File: config.mk
export PLATFORM = sky130hd
export DESIGN_NAME = vga_timing_gen_flat
export DESIGN_NICKNAME = d
export VERILOG_FILES = /design/src/rtl/vga_timing_gen_if.sv /design/src/rtl/vga_timing_gen.sv /design/src/flat_wrapper.sv
export SDC_FILE = /design/constraint.sdc
export NUM_CORES = 1
export LEC_CHECK = 0
export BUFFER_PORTS_ARGS = -buffer_cell sky130_fd_sc_hd__buf_2
export CORE_UTILIZATION = 55
export DETAILED_ROUTE_END_ITERATION = 10
export PLACE_DENSITY = 0.84
export SETUP_SLACK_MARGIN = 0.5
export SLEW_MARGIN = 20
export SYNTH_ARGS = -nofsm -noshare
export SYNTH_HDL_FRONTEND = slang
export SYNTH_SLANG_ARGS = --single-unit
File: constraint.sdc
create_clock -name clk -period 3.46 [get_ports clk]
set_input_delay 0.173 -clock clk [delete_from_list [all_inputs] [get_ports clk]]
set_output_delay 0.173 -clock clk [all_outputs]
set_load 0.01 [all_outputs]
File: src/rtl/vga_timing_gen_if.sv
// Video timing bundle: pixel tick in, raster coordinates, syncs and strobes out.
interface vga_timing_gen_if #(
  parameter int CW  = 11,
  parameter int FCW = 8
) ();

  logic           pix_en;
  logic [CW-1:0]  x;
  logic [CW-1:0]  y;
  logic           hsync;
  logic           vsync;
  logic           active;
  logic           line_start;
  logic           frame_start;
  logic [FCW-1:0] frame_cnt;

  // Generator side: consumes the pixel tick, produces the timing.
  modport master (
    input  pix_en,
    output x, y, hsync, vsync, active, line_start, frame_start, frame_cnt
  );

  // Consumer side: supplies the pixel tick, receives the timing.
  modport slave (
    output pix_en,
    input  x, y, hsync, vsync, active, line_start, frame_start, frame_cnt
  );

endinterface

File: src/rtl/vga_timing_gen.sv
// Raster timing generator: horizontal/vertical counters advanced by a pixel
// tick, with all visible outputs registered one clock behind the counters.
module vga_timing_gen #(
  parameter int H_ACTIVE = 800,
  parameter int H_FP     = 40,
  parameter int H_SYNC   = 128,
  parameter int H_BP     = 88,
  parameter int V_ACTIVE = 600,
  parameter int V_FP     = 1,
  parameter int V_SYNC   = 4,
  parameter int V_BP     = 23,
  parameter int H_POL    = 1,
  parameter int V_POL    = 1,
  parameter int CW       = 11,
  parameter int FCW      = 8
) (
  input  logic                clk,
  input  logic                rst,
  vga_timing_gen_if.master    vif
);

  localparam int H_TOTAL = H_ACTIVE + H_FP + H_SYNC + H_BP;
  localparam int V_TOTAL = V_ACTIVE + V_FP + V_SYNC + V_BP;
  localparam int MAX_TOTAL = (H_TOTAL > V_TOTAL) ? H_TOTAL : V_TOTAL;
  localparam longint CNT_RANGE = longint'(1) << CW;

  // Reject parameter sets the counters cannot represent or that make no sense.
  if (CNT_RANGE < longint'(MAX_TOTAL)) begin : g_bad_cw
    $error("vga_timing_gen: CW too narrow for H_TOTAL/V_TOTAL");
  end
  if (H_FP == 0 || H_SYNC == 0 || H_BP == 0) begin : g_bad_hpar
    $error("vga_timing_gen: horizontal porch/sync must be nonzero");
  end
  if (V_FP == 0 || V_SYNC == 0 || V_BP == 0) begin : g_bad_vpar
    $error("vga_timing_gen: vertical porch/sync must be nonzero");
  end
  if (H_ACTIVE == 0 || V_ACTIVE == 0) begin : g_bad_active
    $error("vga_timing_gen: active area must be nonzero");
  end

  // Boundaries as counter-width constants so compares stay width-matched.
  localparam logic [CW-1:0] H_LAST   = CW'(H_TOTAL - 1);
  localparam logic [CW-1:0] V_LAST   = CW'(V_TOTAL - 1);
  localparam logic [CW-1:0] H_VIS    = CW'(H_ACTIVE);
  localparam logic [CW-1:0] V_VIS    = CW'(V_ACTIVE);
  localparam logic [CW-1:0] HS_START = CW'(H_ACTIVE + H_FP);
  localparam logic [CW-1:0] HS_END   = CW'(H_ACTIVE + H_FP + H_SYNC);
  localparam logic [CW-1:0] VS_START = CW'(V_ACTIVE + V_FP);
  localparam logic [CW-1:0] VS_END   = CW'(V_ACTIVE + V_FP + V_SYNC);
  localparam logic HS_ON = (H_POL != 0);
  localparam logic VS_ON = (V_POL != 0);

  logic [CW-1:0]  h_cnt_reg, h_cnt_next;
  logic [CW-1:0]  v_cnt_reg, v_cnt_next;
  logic [FCW-1:0] f_cnt_reg, f_cnt_next;

  logic [CW-1:0]  x_reg, y_reg;
  logic           hsync_reg, hsync_next;
  logic           vsync_reg, vsync_next;
  logic           active_reg, active_next;
  logic           line_start_reg, line_start_next;
  logic           frame_start_reg, frame_start_next;
  logic [FCW-1:0] frame_cnt_reg;

  logic h_last, v_last, h_zero, v_zero;

  assign h_last = (h_cnt_reg == H_LAST);
  assign v_last = (v_cnt_reg == V_LAST);
  assign h_zero = (h_cnt_reg == '0);
  assign v_zero = (v_cnt_reg == '0);

  // Counter advance: only on a pixel tick; line wrap carries into v, frame wrap into f.
  always_comb begin
    h_cnt_next = h_cnt_reg;
    v_cnt_next = v_cnt_reg;
    f_cnt_next = f_cnt_reg;
    if (vif.pix_en) begin
      if (h_last) begin
        h_cnt_next = '0;
        if (v_last) begin
          v_cnt_next = '0;
          f_cnt_next = f_cnt_reg + FCW'(1);
        end else begin
          v_cnt_next = v_cnt_reg + CW'(1);
        end
      end else begin
        h_cnt_next = h_cnt_reg + CW'(1);
      end
    end
  end

  // Output decode of the current (pre-edge) counters; held counters give held outputs.
  always_comb begin
    hsync_next       = ~HS_ON;
    vsync_next       = ~VS_ON;
    active_next      = 1'b0;
    line_start_next  = 1'b0;
    frame_start_next = 1'b0;
    if (h_cnt_reg >= HS_START && h_cnt_reg < HS_END) begin
      hsync_next = HS_ON;
    end
    if (v_cnt_reg >= VS_START && v_cnt_reg < VS_END) begin
      vsync_next = VS_ON;
    end
    active_next      = (h_cnt_reg < H_VIS) && (v_cnt_reg < V_VIS);
    line_start_next  = vif.pix_en && h_zero;
    frame_start_next = vif.pix_en && h_zero && v_zero;
  end

  // Counter state; reset wins over the pixel tick and abandons the current frame.
  always_ff @(posedge clk) begin
    if (rst) begin
      h_cnt_reg <= '0;
      v_cnt_reg <= '0;
      f_cnt_reg <= '0;
    end else begin
      h_cnt_reg <= h_cnt_next;
      v_cnt_reg <= v_cnt_next;
      f_cnt_reg <= f_cnt_next;
    end
  end

  // Output registers: one clock behind the counters, idle levels under reset.
  always_ff @(posedge clk) begin
    if (rst) begin
      x_reg           <= '0;
      y_reg           <= '0;
      hsync_reg       <= ~HS_ON;
      vsync_reg       <= ~VS_ON;
      active_reg      <= 1'b0;
      line_start_reg  <= 1'b0;
      frame_start_reg <= 1'b0;
      frame_cnt_reg   <= '0;
    end else begin
      x_reg           <= h_cnt_reg;
      y_reg           <= v_cnt_reg;
      hsync_reg       <= hsync_next;
      vsync_reg       <= vsync_next;
      active_reg      <= active_next;
      line_start_reg  <= line_start_next;
      frame_start_reg <= frame_start_next;
      frame_cnt_reg   <= f_cnt_reg;
    end
  end

  assign vif.x           = x_reg;
  assign vif.y           = y_reg;
  assign vif.hsync       = hsync_reg;
  assign vif.vsync       = vsync_reg;
  assign vif.active      = active_reg;
  assign vif.line_start  = line_start_reg;
  assign vif.frame_start = frame_start_reg;
  assign vif.frame_cnt   = frame_cnt_reg;

endmodule

File: src/flat_wrapper.sv
// flat-port wrapper written by rule: the top's interface ports become plain ports
module vga_timing_gen_flat 
#(
  parameter int H_ACTIVE = 800,
  parameter int H_FP     = 40,
  parameter int H_SYNC   = 128,
  parameter int H_BP     = 88,
  parameter int V_ACTIVE = 600,
  parameter int V_FP     = 1,
  parameter int V_SYNC   = 4,
  parameter int V_BP     = 23,
  parameter int H_POL    = 1,
  parameter int V_POL    = 1,
  parameter int CW       = 11,
  parameter int FCW      = 8
)
  (clk, rst, vif_pix_en, vif_x, vif_y, vif_hsync, vif_vsync, vif_active, vif_line_start, vif_frame_start, vif_frame_cnt);
  vga_timing_gen_if #(.CW(CW), .FCW(FCW)) vif_i ();
  input  logic clk;
  input  logic rst;
  input wire logic [$bits(vif_i.pix_en)-1:0] vif_pix_en;
  output wire logic [$bits(vif_i.x)-1:0] vif_x;
  output wire logic [$bits(vif_i.y)-1:0] vif_y;
  output wire logic [$bits(vif_i.hsync)-1:0] vif_hsync;
  output wire logic [$bits(vif_i.vsync)-1:0] vif_vsync;
  output wire logic [$bits(vif_i.active)-1:0] vif_active;
  output wire logic [$bits(vif_i.line_start)-1:0] vif_line_start;
  output wire logic [$bits(vif_i.frame_start)-1:0] vif_frame_start;
  output wire logic [$bits(vif_i.frame_cnt)-1:0] vif_frame_cnt;
  assign vif_i.pix_en = vif_pix_en;
  assign vif_x = vif_i.x;
  assign vif_y = vif_i.y;
  assign vif_hsync = vif_i.hsync;
  assign vif_vsync = vif_i.vsync;
  assign vif_active = vif_i.active;
  assign vif_line_start = vif_i.line_start;
  assign vif_frame_start = vif_i.frame_start;
  assign vif_frame_cnt = vif_i.frame_cnt;
  vga_timing_gen #(.H_ACTIVE(H_ACTIVE), .H_FP(H_FP), .H_SYNC(H_SYNC), .H_BP(H_BP), .V_ACTIVE(V_ACTIVE), .V_FP(V_FP), .V_SYNC(V_SYNC), .V_BP(V_BP), .H_POL(H_POL), .V_POL(V_POL), .CW(CW), .FCW(FCW)) u_core (.clk(clk), .rst(rst), .vif(vif_i));
endmodule
=== After elaboration in Yosys (flattened, before gate mapping) ===
Index checks and enable logic that the tools add are counted.

* Register bits after elaboration: 65
* Bits in latches: 0
* Memory bits (writable): 0
* Memory bits (read-only): 0
* Input bits: 3
* Output and inout port bits: 35
* Logic and storage cells: 35
* Memories: 0

* Add/sub/neg operators: 3
* Multipliers: 0
* Divide/modulo/power cells: 0
* Magnitude comparators: 6
* Eq/ne operators: 2
* Shift operators: 0
* Multiplexer cells: 4
* Bitwise gates (word level): 0
* Reduce and logical (&&, ||, !) cells: 9

{| class="wikitable"
|+ Operators with widths
! cell !! number
|-
| $lt A11 B10 Y1 const B || 4
|-
| $add A11 B1 Y11 const B || 2
|-
| $ge A11 B10 Y1 const B || 2
|-
| $logic_not A11 Y1 || 2
|-
| $mux W11 || 2
|-
| $eq A11 B10 Y1 const B || 1
|-
| $eq A11 B11 Y1 const B || 1
|-
| $add A8 B1 Y8 const B || 1
|-
| $logic_and A1 B1 Y1 || 5
|-
| $reduce_and A3 Y1 || 1
|-
| $mux W1 || 2
|-
| $reduce_and A2 Y1 || 1
|}

=== Logic depth before layout (Yosys ltp) ===
* Depth in word-level cells: 3
* Mapped depth: 8
* Depth with buffers taken out: 6

=== Worst setup path after synthesis ===
Ideal clock, no wire load.

* Path type: reg-to-reg
* From: register u_core.v_cnt_reg[7]
* To: register u_core.f_cnt_reg[7]
* Library setup time: 0.121 ns
* Arrival time: 2.308 ns
* Path slack: 1.031 ns
* Stages on the path, launching flop included: 7
* Buffers on the path: 1
* Period minus slack after synthesis: 2.429 ns
* Path through: dfxtp_1 or3_1 or4b_1 buf_2 or3_4 nor4_2 mux2_2

* Longest elaborated chain between the ends: 2

{| class="wikitable"
|+ RTL lines
! what !! RTL line !! source
|-
| from (decl) || vga_timing_gen.sv:54 || <nowiki>logic [CW-1:0] v_cnt_reg, v_cnt_next;</nowiki>
|-
| from (signal assigned) || vga_timing_gen.sv:118 || <nowiki>v_cnt_reg <= v_cnt_next;</nowiki>
|-
| $eq A11 B10 Y1 || vga_timing_gen.sv:68 || <nowiki>assign v_last = (v_cnt_reg == V_LAST);</nowiki>
|-
| $reduce_and A3 Y1 (no line) || - ||
|-
| to (signal assigned) || vga_timing_gen.sv:119 || <nowiki>f_cnt_reg <= f_cnt_next;</nowiki>
|-
| to (decl) || vga_timing_gen.sv:55 || <nowiki>logic [FCW-1:0] f_cnt_reg, f_cnt_next;</nowiki>
|}

Every way passes these cells.
A chain may end at the register's enable or synchronous reset.

=== Worst setup path after layout ===
* From: register u_core.v_cnt_reg[0]
* To: register u_core.f_cnt_reg[7]

Same word-level chain as after synthesis.

==> impl_metrics.yaml <==
power:
  ir_drop_mv: 0.261
  power.density_nw_per_um2: 481
  total_leakage_power_nw: 1.20
final_layout:
  fin_area_um2: 2890
  antenna_cells: 0
  drive_gt1_share_pct: 20.3
  fillers: 350
  nets: 305
  syn_to_final_growth_pct: 15.8
clock_tree:
  ctsHoldBuffers: 0
  clock_latency_ns: 0.34
  h-tree-depth: 3
  clkTransAtPathRegs_ns: 0.06
  cts_tree: "yes"
  cts.sink_count: 65
  postCtsResizedCells: 0
  postCtsSetupBuffers: 0
  cts_buffer_depth: 2
  cts_buffers: 9
  cts-root-buf: "clkbuf_8"
setup_path:
  worstSetupStartpoint: "u_core.v_cnt_reg[0]"
  path_cells: "ha_1 > nand2_1 > or4b_1 > or3_4 > nor4_2 > mux2_2"
  critPathMaxStageDelay_ns: 0.61
  worst_path_max_delay_cell: "or4b_1"
  worstPathArrival_ns: 2.88
  worstPathMaxFanout: 9
  cp-start-kind: "register"
  cp-end-kind: "register"
  crit_required_ns: 3.69
  path_buf_inv: 0
  crit_family: "simple AND/OR/NAND/NOR gates"
  crit_type: "register to register"
  r2r_start: "u_core.v_cnt_reg[0]"
synth:
  ys.flop_type: "dfxtp_1"
  synth_top_area_share_pct: 52.2
  synthTopCellsByArea: "dfxtp_1 (52%), nor2b_1 (6.8%), nor2_1 (4.1%), ha_1 (3.0%), xor2_1 (2.8%)"
  synth_top_family_by_area: "simple AND/OR/NAND/NOR gates"
  synth.area.mux_share_pct: 2.61
  ys_async_sr_fraction_pct: 0
  synth_compound_area_share_pct: 6.78
  yosys.area_share.xor_xnor_pct: 5.27
  syn_area_per_cell_um2: 9.59
  ys_seq_area_share_pct: 52.2
  syn_nets: 269
  synthAdderAreaFrac_pct: 3.01
  synth-edff-count: 0
  netlist_area_um2: 2490
  synthDistinctLibCells: 42
  syn_inst: 260
  yosys_warnings: 0
  synth_seq_cells: 65
  synth_top_area_cell: "dfxtp_1"
  yosys.area_share.simple_pct: 27.4
sta:
  setup_viol: 0
  rsz0062_at_grt: "no"
  timing.final.crit_share_pct: 76.5
  hold_ws_ns: 0.211
  finalCriticalPeriod_ns: 2.65
  skew_ns: 0.00541
  fmax_mhz: 378
  slew_viol_final: 0
  tightest_slew_ns: 0.825
  hold_viol: 0
  slew-limit-headroom_pct: 45.0
  fin_setup_tns_ns: 0
  setup_ws_ns: 0.815
job:
  maxCapViolations: 0
die:
  die-area_um2: 4800
  core-area_um2: 4350
  fp.dieH_um: 69.3
  io_pins: 38
  start_util_pct: 57.2
  row_count: 24
  die_w_um: 69.3
placed_design:
  dp_slack_ns: 0.868
  io_buffers: 37
  dp_hpwl_mm: 2.94
  routabilityCongestion: 0.854
  placed_cell_area_um2: 2710
global_routing:
  grt_use_total_pct: 19.7
  grt_pass1_wl_mm: 7.30
  grt_pass1_vias: 1635
  overflow: 0
  grt_max_degree: 51
  antenna_found_initial: 0
outcome:
  outcome: "complete, no violations"
detailed_routing:
  via_per_inst: 5.43
  drtIter0Drc: 163
  wirelength_mm: 4.44
  postRouteAntennaNets: 0
  drt_pass1_iterations: 4
  via_count: 1913
  drc: 0
  wl_per_cell_um: 12.6
min_path:
  hold_class: "input pin to register"
  worstHoldStart: "vif_pix_en"
-- synthesized netlist by cell type, types with 2 or more instances --
cell      instances
dfxtp_1          65
nor4_1            7
xor2_1            8
clkbuf_1         11
xnor2_1           7
nor2b_1          27
nor2_1           27
nor3_1            4
and4_1            2
and3_1            4
nand2_1          17
inv_1             4
nor3b_1           2
and2_1            3
nand3_1          13
or3_1             2
nand4_1           4
nand2b_1          3
o21ai_0           7
ha_1              6
mux2_2            4
a31oi_1           4
mux2i_1           2
o31ai_1           3
buf_1             2
a21oi_1           4
or4_1             2
a41oi_1           2
-- metrics by stage --
step,util [%],std cells,total power [mW]
after floorplan,-,260,0.801
after global placement,62.1,337,0.813
after detailed placement,62.2,337,0.813
after CTS,66.3,352,1.39
after global routing,66.3,352,1.43
final,66.3,352,1.39
-- kinds of logic (layout without fill, tap and decap cells) --
logic type	after synthesis	after routing
AOI/OAI and AO/OA	26	26
xor gates and xnor gates	15	15
adders and majority gates	6	6
buffers and inverters	18	58
DFF	65	65
muxes	6	6
and+or+nand+nor	124	124
-- report_power, final --
group	leakage [nW]	internal, mW	total [mW]	switching, mW
Clock	0.0929	0.325	0.590	0.265
Combinational	0.586	0.0134	0.0386	0.0252
Sequential	0.525	0.754	0.758	0.00348
Total	1.20	1.09	1.39	0.294
-- path summary, 6_finish.rpt --
kind	to	slack [ns]	cells after the start
max reg2reg	u_core.f_cnt_reg[7]	0.81	6
min	u_core.h_cnt_reg[1]	0.21	3
min reg2reg	u_core.vif.frame_cnt[6]	0.49	1
max	u_core.f_cnt_reg[7]	0.81	6
-- worst register-to-register path, cell delays in order, from the launching register on --
cell and delay, ns:
dfxtp_1 0.46, ha_1 0.34, nand2_1 0.08, or4b_1 0.61
or3_4 0.39, nor4_2 0.30, mux2_2 0.36
-- area by class of cell --
type / count / area, um^2 / share of cell area, %
Clock buffer: 11 / 131 / 4.55
Clock inverter: 4 / 45.0 / 1.56
Inverter: 4 / 15.0 / 0.520
Multi-Input combinational cell: 177 / 1130 / 39.1
Sequential cell: 65 / 1300 / 45.1
Tap cell: 52 / 65.1 / 2.25
Timing Repair Buffer: 39 / 200 / 6.94
-- metal layers --
layer / global-route usage, % / share of wire [%]
met3: 4.80 / 4.4
met5: 0 / 0
met4: 15.0 / 3.4
met1: 25.4 / 47
met2: 28.3 / 45
-- cells in the final DEF (no fill, tap or decap), drive strengths merged, types with 4 or more instances in the layout --
master	count
dfxtp	65
buf	39
nor2b	27
nor2	27
nand2	17
nand3	13
clkbuf	11
xor2	8
nor4	8
xnor2	7
o21ai	7
ha	6
inv	4
nor3	4
nand4	4
mux2	4
and3	4
a21oi	4
a31oi	4
(Power assumes the default switching activity.)
